`src/rtl/msrv32_seq_alu.sv`:
```
// rtl/msrv32_seq_alu.sv - handshaked RV32I ALU with iterative shifter
// Define MSRV32_SEQ_ALU_FAST_SHIFT_EN for a single-cycle barrel shifter instead.
module msrv32_seq_alu #(
    parameter int XLEN       = 32,
    parameter int SHIFT_STEP = 1
) (
    input  logic            ms_riscv32_mp_clk_in,
    input  logic            ms_riscv32_mp_rst_n_in,
    input  logic            flush_in,
    input  logic            valid_in,
    output logic            ready_out,
    input  logic [XLEN-1:0] op_1_in,
    input  logic [XLEN-1:0] op_2_in,
    input  logic [3:0]      opcode_in,
    output logic            valid_out,
    input  logic            ready_in,
    output logic [XLEN-1:0] result_out,
    output logic            illegal_out
);
    localparam int SHW = $clog2(XLEN);

    localparam logic [3:0] OP_ADD  = 4'b0000;
    localparam logic [3:0] OP_SUB  = 4'b1000;
    localparam logic [3:0] OP_SLT  = 4'b0010;
    localparam logic [3:0] OP_SLTU = 4'b0011;
    localparam logic [3:0] OP_AND  = 4'b0111;
    localparam logic [3:0] OP_OR   = 4'b0110;
    localparam logic [3:0] OP_XOR  = 4'b0100;
    localparam logic [3:0] OP_SLL  = 4'b0001;
    localparam logic [3:0] OP_SRL  = 4'b0101;
    localparam logic [3:0] OP_SRA  = 4'b1101;

    typedef enum logic [1:0] {
        IDLE  = 2'd0,
        SHIFT = 2'd1,
        DONE  = 2'd2
    } state_t;

    state_t          state_q, state_d;
    logic [XLEN-1:0] result_q, result_d;
    logic            illegal_q, illegal_d;

    logic            accept;
    logic            is_shift;
    logic            is_illegal;
    logic [SHW-1:0]  shamt;
    logic [XLEN-1:0] first_shift;
    logic [XLEN-1:0] alu_res;

    // Shift kind is opcode[3:2]: 00 SLL, 01 SRL, 11 SRA.
    function automatic logic [XLEN-1:0] shift_by(input logic [XLEN-1:0] v,
                                                 input logic [SHW-1:0]  amt,
                                                 input logic [1:0]      kind);
        logic [XLEN-1:0] r;
        case (kind)
            2'b00:   r = v << amt;
            2'b11:   r = $signed(v) >>> amt;
            default: r = v >> amt;
        endcase
        return r;
    endfunction

    assign shamt    = op_2_in[SHW-1:0];
    assign is_shift = (opcode_in == OP_SLL) || (opcode_in == OP_SRL) || (opcode_in == OP_SRA);

`ifdef MSRV32_SEQ_ALU_FAST_SHIFT_EN
    assign first_shift = shift_by(op_1_in, shamt, opcode_in[3:2]);
`else
    localparam logic [SHW-1:0] STEP_W = SHW'(SHIFT_STEP);

    logic [XLEN-1:0] work_q, work_d;
    logic [SHW-1:0]  rem_q, rem_d;
    logic [1:0]      kind_q, kind_d;
    logic [SHW-1:0]  first_amt;
    logic [SHW-1:0]  first_rest;
    logic [SHW-1:0]  iter_amt;

    // The first step happens on the accept edge so latency is ceil(shamt/STEP).
    assign first_amt   = (shamt > STEP_W) ? STEP_W : shamt;
    assign first_rest  = shamt - first_amt;
    assign first_shift = shift_by(op_1_in, first_amt, opcode_in[3:2]);
    assign iter_amt    = (rem_q > STEP_W) ? STEP_W : rem_q;
`endif

    always_comb begin
        alu_res    = '0;
        is_illegal = 1'b0;
        case (opcode_in)
            OP_ADD:  alu_res = op_1_in + op_2_in;
            OP_SUB:  alu_res = op_1_in - op_2_in;
            OP_SLT:  alu_res = {{(XLEN-1){1'b0}}, $signed(op_1_in) < $signed(op_2_in)};
            OP_SLTU: alu_res = {{(XLEN-1){1'b0}}, op_1_in < op_2_in};
            OP_AND:  alu_res = op_1_in & op_2_in;
            OP_OR:   alu_res = op_1_in | op_2_in;
            OP_XOR:  alu_res = op_1_in ^ op_2_in;
            OP_SLL, OP_SRL, OP_SRA: alu_res = first_shift;
            default: is_illegal = 1'b1;
        endcase
    end

    assign ready_out = ms_riscv32_mp_rst_n_in && !flush_in &&
                       ((state_q == IDLE) || ((state_q == DONE) && ready_in));
    assign accept    = valid_in && ready_out;

    always_comb begin
        state_d   = state_q;
        result_d  = result_q;
        illegal_d = illegal_q;
`ifndef MSRV32_SEQ_ALU_FAST_SHIFT_EN
        work_d    = work_q;
        rem_d     = rem_q;
        kind_d    = kind_q;
`endif
        if (flush_in) begin
            state_d = IDLE;
        end else if (accept) begin
`ifndef MSRV32_SEQ_ALU_FAST_SHIFT_EN
            if (is_shift && (first_rest != '0)) begin
                state_d = SHIFT;
                work_d  = first_shift;
                rem_d   = first_rest;
                kind_d  = opcode_in[3:2];
            end else
`endif
            begin
                state_d   = DONE;
                illegal_d = is_illegal;
                result_d  = is_illegal ? '0 : alu_res;
            end
        end else begin
            case (state_q)
`ifndef MSRV32_SEQ_ALU_FAST_SHIFT_EN
                SHIFT: begin
                    work_d = shift_by(work_q, iter_amt, kind_q);
                    rem_d  = rem_q - iter_amt;
                    if (rem_d == '0) begin
                        state_d   = DONE;
                        result_d  = work_d;
                        illegal_d = 1'b0;
                    end
                end
`endif
                DONE: if (ready_in) state_d = IDLE;
                default: ;
            endcase
        end
    end

    always_ff @(posedge ms_riscv32_mp_clk_in) begin
        if (!ms_riscv32_mp_rst_n_in) begin
            state_q   <= IDLE;
            result_q  <= '0;
            illegal_q <= 1'b0;
`ifndef MSRV32_SEQ_ALU_FAST_SHIFT_EN
            work_q    <= '0;
            rem_q     <= '0;
            kind_q    <= 2'b00;
`endif
        end else begin
            state_q   <= state_d;
            result_q  <= result_d;
            illegal_q <= illegal_d;
`ifndef MSRV32_SEQ_ALU_FAST_SHIFT_EN
            work_q    <= work_d;
            rem_q     <= rem_d;
            kind_q    <= kind_d;
`endif
        end
    end

    assign valid_out   = (state_q == DONE);
    assign result_out  = result_q;
    assign illegal_out = illegal_q;
endmodule

```
`config.mk`:
```
export PLATFORM = sky130hd
export DESIGN_NAME = msrv32_seq_alu
export DESIGN_NICKNAME = d
export VERILOG_FILES = /design/src/rtl/msrv32_seq_alu.sv
export SDC_FILE = /design/constraint.sdc
export NUM_CORES = 1
export LEC_CHECK = 0
export CORE_MARGIN = 4
export CORE_UTILIZATION = 64
export CTS_CLUSTER_DIAMETER = 150
export DETAILED_ROUTE_END_ITERATION = 10
export PLACE_DENSITY = 0.95
export SLEW_MARGIN = 20
export SYNTH_ARGS = -nofsm -noshare
export SYNTH_HDL_FRONTEND = slang
export SYNTH_SLANG_ARGS = --single-unit
```
`constraint.sdc`:
```
create_clock -name ms_riscv32_mp_clk_in -period 7.35 [get_ports ms_riscv32_mp_clk_in]
set_input_delay 1.47 -clock ms_riscv32_mp_clk_in [delete_from_list [all_inputs] [get_ports ms_riscv32_mp_clk_in]]
set_output_delay 1.47 -clock ms_riscv32_mp_clk_in [all_outputs]
set_load 0.005 [all_outputs]
```
Word level (Yosys, flattened, before mapping):

Cells that the tools add are included.

* register bits after elaboration: 74
* input bits: 73

* add/sub/neg operators: 4
* $lt $le $gt $ge: 4
* equal/unequal tests: 17
* shift operators: 6
* mux-type cells: 26
* bitwise operators: 5
* reduce and logical (&&, ||, !) cells: 25

Operators with widths (number)
* 32-bit two-way mux: 8
* 32-bit case mux with 8 select lines: 1
* 32-bit case mux with 2 select lines: 2
* 32-bit less-than comparator: 2
* 32-bit by 5-bit << shifter with 32-bit output: 2
* 32-bit by 5-bit right shift with 32-bit output: 2
* 32-bit by 5-bit >>> shifter with 32-bit output: 2
* 32-bit adder: 1
* 32-bit bitwise AND: 1
* 32-bit OR: 1
* 32-bit subtractor: 1
* 32-bit XOR: 1
* 5-bit two-way mux: 5
* 4-bit by 3-bit == test with 1-bit output, second input constant: 4
* 5-bit by 1-bit greater-than comparator with 1-bit output, second input constant: 2
* 10-bit OR reduction: 1
* 5-bit subtractor: 2
* 3-bit AND reduction: 3
* 4-bit by 2-bit == test with 1-bit output, second input constant: 2
* 4-bit == test, second input constant: 2
* 2-bit two-way mux: 4
* 2-bit == test, second input constant: 3
* 2-bit logical NOT: 3
* 1-bit logical AND: 5
* 19 further kinds: 27

Longest topological paths before layout:

* word-level depth: 8
* mapped depth: 14
* gate-level depth less buffers: 14

Worst setup path after synthesis:

No wires, ideal clock.

* path kind: input-to-reg
* start: input port op_1_in[0]
* end: register result_q[28] (netlist: result_out[28])
* data arrival time: 4235 ps
* slack: 2992 ps
* cell stages on the path: 12
* path through: ha_1 > fa_1 > a21o_1 > a221oi_4 > nand3b_1 > a21boi_1 > a41o_1 > a221o_1 > a211oi_2 > or3b_1 > a21oi_1 > o31ai_1

* cells in the longest elaborated chain, start to end: 6
* elaborated cells between the ends (all ways): 10
* classes of those cells: add/sub: 2; shift: 3; mux: 5

Ends and longest elaborated chain
* start, declared: line 12 `input logic [XLEN-1:0] op_1_in,`
* parallel branches: the longest is 2 deep, another holds 32-bit subtractor
* 32-bit case mux with 8 select lines *: line 88 `case (opcode_in)`
* 32-bit two-way mux *: line 128 `result_d = is_illegal ? '0 : alu_res;`
* 32-bit two-way mux *: line 118 `if (is_shift && (first_rest != '0)) begin`
* 32-bit two-way mux *: line 116 `end else if (accept) begin`
* end signal, assigned: line 161 `result_q <= result_d;`
* end, declared: line 40 `logic [XLEN-1:0] result_q, result_d;`

Every way passes the cells marked *. The select of a mux whose other input is x is not followed.
A chain may end at the register's enable or synchronous reset.

Final worst setup path:

* start: input port opcode_in[3]
* end: register result_q[28] (netlist: result_out[28])

* cells in the longest elaborated chain, start to end: 6
* elaborated cells between the ends (all ways): 24
* classes of those cells: eq/ne: 11; mux: 5; reduce/logical: 8

Ends and longest elaborated chain
* start, declared: line 14 `input logic [3:0] opcode_in,`
* 2-bit == test (tied with other cells): line 55 `case (kind)`
* 32-bit case mux with 2 select lines (tied with other cells): line 55
* 32-bit case mux with 8 select lines or 1-bit logical OR (tied branches): line 88, 64
* 32-bit two-way mux or 1-bit logical AND (tied branches): line 128, 118
* 32-bit two-way mux or 2-bit != test (tied branches)
* 32-bit two-way mux or 4-bit AND reduction (tied branches)

Parallel ways exist; a longest one is shown, timed or not. The select of a mux whose other input is x is not followed.

==> results.ini <==
[outcome]
status = completed

[clocking]
tritoncts = yes
clk_latency_ps = 330
cts_resized = 0
cts_sinks = 74
cts-hold-fix-buffers = 0
cts_buffers = 9
cts.htree.levels = 3
max-clock-path-buffers = 2
clk_pin_slew_worst_paths_ps = 50
cts_root_buffer = clkbuf_16
postCtsSetupBuffers = 0

[place]
portBuffers = 107
gp_congestion = 1.06
detailed_place_hpwl_um = 25600

[detailed_routing]
drtIter0Drc = 2257
avgViaCountPerCell = 7.36
drt-wirelength-per-cell_um = 21.9
vias = 11800
finalWirelength_um = 35100
drt.antenna.violating_nets = 0
first_pass_iters = 7
remaining_drc_errors = 0

[global_routing]
first_pass_grt_wire_length_um = 55400
grt_overflow = 0
vias_in_the_first_global_route = 10500
number_of_antenna_violations_at_the_first_check_in_global_routing = 1
global_route.usage.total = 0.381
grt_start_max_net_pins = 71

[worst_setup_path]
critical-path-top-cell-by-count = a21oi_1
timing.critical_path.slowest_stage_cell = ha_1
worstPathRequired_ps = 7530
slowest_delay_ps = 860
crit_fanout = 31
cp_top_family = compound AO/OA/AOI/OAI gates
worstSetupStartpointType = primary input
critical_path.startpoint = opcode_in[3]
worstPathCellList = clkdlybuf4s50_1, inv_1, ha_1, o311ai_2, a41oi_1, nand2b_1, a21o_1, nand2_1, a21oi_1, a211o_1, a21oi_1, o31ai_1
endpoint_kind = flop
critical_path.reg2reg.startpoint = rem_q[1]
crit_type = primary input to flop
worstPathArrival_ps = 5790
worstPathBufferInverterCount = 2

[timing]
setup-tns-final_ps = 0
post-route-period-util = 0.763
fmax_ghz = 0.178
tightestPinTransition_ps = 1030
fin_hold_ws_ps = 487
grt_setup_unrepaired = false
hold_viol = 0
relSlewSlack = 0.311
drv_slew = 0
fin_crit_period_ps = 5610
timing.final.setup_violations = 0
finClkSkew_ps = 5.16

[logic_synthesis]
dominantRegCellSynth = dfxtp_1
async_reset_ff_frac = 0
yosys-mux-area-fraction = 0.0342
largest_family_of_logic_cells_by_synthesized_area = compound AO/OA/AOI/OAI gates
synth-warning-count = 0
syn-instance-count = 1392
netlist.area_leader.share = 0.152
compound_gate_portion_of_the_synthesized_area = 0.410
synthDistinctLibCells = 74
yosys.area_share.simple = 0.161
synth_enable_flop_cells = 0
netlist_area_um2 = 9770
synth.top_cells.by_area = dfxtp_1 15%, ha_1 13%, o21ai_0 7.2%
synth.largest_area_cell = dfxtp_1
synth-seq-area-share = 0.152
ys_seq_elements = 74
synth_xor_area_frac = 0.00897
synth.net_count = 1571
avgSynthCellArea_um2 = 7.02
yosys.area_share.adder = 0.137

[pwr]
p_leak_nw = 4.60
powerDensity_nw_per_um2 = 138
ir_drop_mv = 0.124

[floorplan]
fp.coreArea_um2 = 14800
dieWidth_um = 132
vertical_extent_of_the_die_um = 132
initial_utilization = 0.662
dieArea_um2 = 17300
io_pins = 108
core.rowCount = 44

[layout]
areaGrowthSynthToFinish_pct = 13.2
final_nets = 1593
final_layout_size_suffix_gt1_frac = 0.0430
fin_util = 0.750
antenna_cells_inserted = 0

[min_path]
hp-class = flop to flop
min_from = work_q[0]

[flow_run]
cap_violations = 0

[cell usage after synthesis, types with 30 or more instances]
cell type  instances
nor2_1           131
o21ai_0          140
a22oi_1           42
a21oi_1           90
a22o_1            67
dfxtp_1           74
nand2_1           94
clkbuf_1          93
o221ai_1          35
ha_1             104
inv_1            129
mux2i_1           30
[registers in the layout, summed over array words and instances (netlist names)]
signal       flops
work_q          32
rem_q            5
state_q          2
illegal_out      1
kind_q           2
result_out      32
[final timing paths]
path,to,slack (ps),depth (start not counted)
max reg2reg,result_out[9],3590,9
max,result_out[28],1740,12
min,work_q[0],490,2
min reg2reg,work_q[0],490,2
[worst register-to-register path, delay by kind of cell (launching register included)]
family                   cells  cell delay [ps]
AND/OR/NAND/NOR              4             1710
AO/OA/AOI/OAI                4             1320
flip-flops                   1              380
adder cells (fa/ha/maj)      1              270
[stage by stage]
step           std cells  power, mW  worst slack, ps  cell area, um^2
2_1_floorplan       1392      0.868             2990             9770
3_3_place_gp        1587       1.07             1740            10800
3_5_place_dp        1587       1.08             1700            10800
4_1_cts             1603       1.49             2040            11100
5_1_grt             1603       1.59             1680            11100
6_report            1603       1.53             1740            11100
[metal layers]
metal	wire, um	up-vias	track usage
li1	-	5198	-
met1	13900	5376	0.540
met2	14400	1051	0.557
met3	5270	169	0.0868
met4	1570	2	0.154
met5	14	-	0
[cell usage in the layout, fill, tap and decap left out, types with 28 or more instances in the layout]
master / n
nand2_1: 94
o211ai_1: 28
o21ai_0: 140
nor2_1: 129
clkdlybuf4s50_1: 106
inv_1: 129
mux2i_1: 30
nor3_1: 28
o221ai_1: 35
dfxtp_1: 74
a22o_1: 67
ha_1: 104
a22oi_1: 42
a21oi_1: 89
[final cells by class]
type	instances	area [um^2]
flip-flops and latches	74	1480
fillers	1158	3690
repair buffers	127	1220
inverters	129	484
multi-input cells	1073	7360
well taps	184	230
clock buffers	14	274
clock inverters	2	10.0
[power breakdown]
group          leakage (nW)  switching [mW]  internal (mW)
sequential            0.600          0.0168          0.419
clock                 0.143           0.163          0.255
combinational          3.86           0.416          0.255
[logic make-up (layout without fill, tap and decap cells)]
family                   count (synthesis)  count (layout)
AO/OA/AOI/OAI                          576             576
AND/OR/NAND/NOR                        348             348
buffers and inverters                  245             272
adder cells (fa/ha/maj)                106             106
flip-flops                              74              74
multiplexers                            33              33
XOR/XNOR                                10              10
No activity file was read; power rests on OpenSTA's default activity.
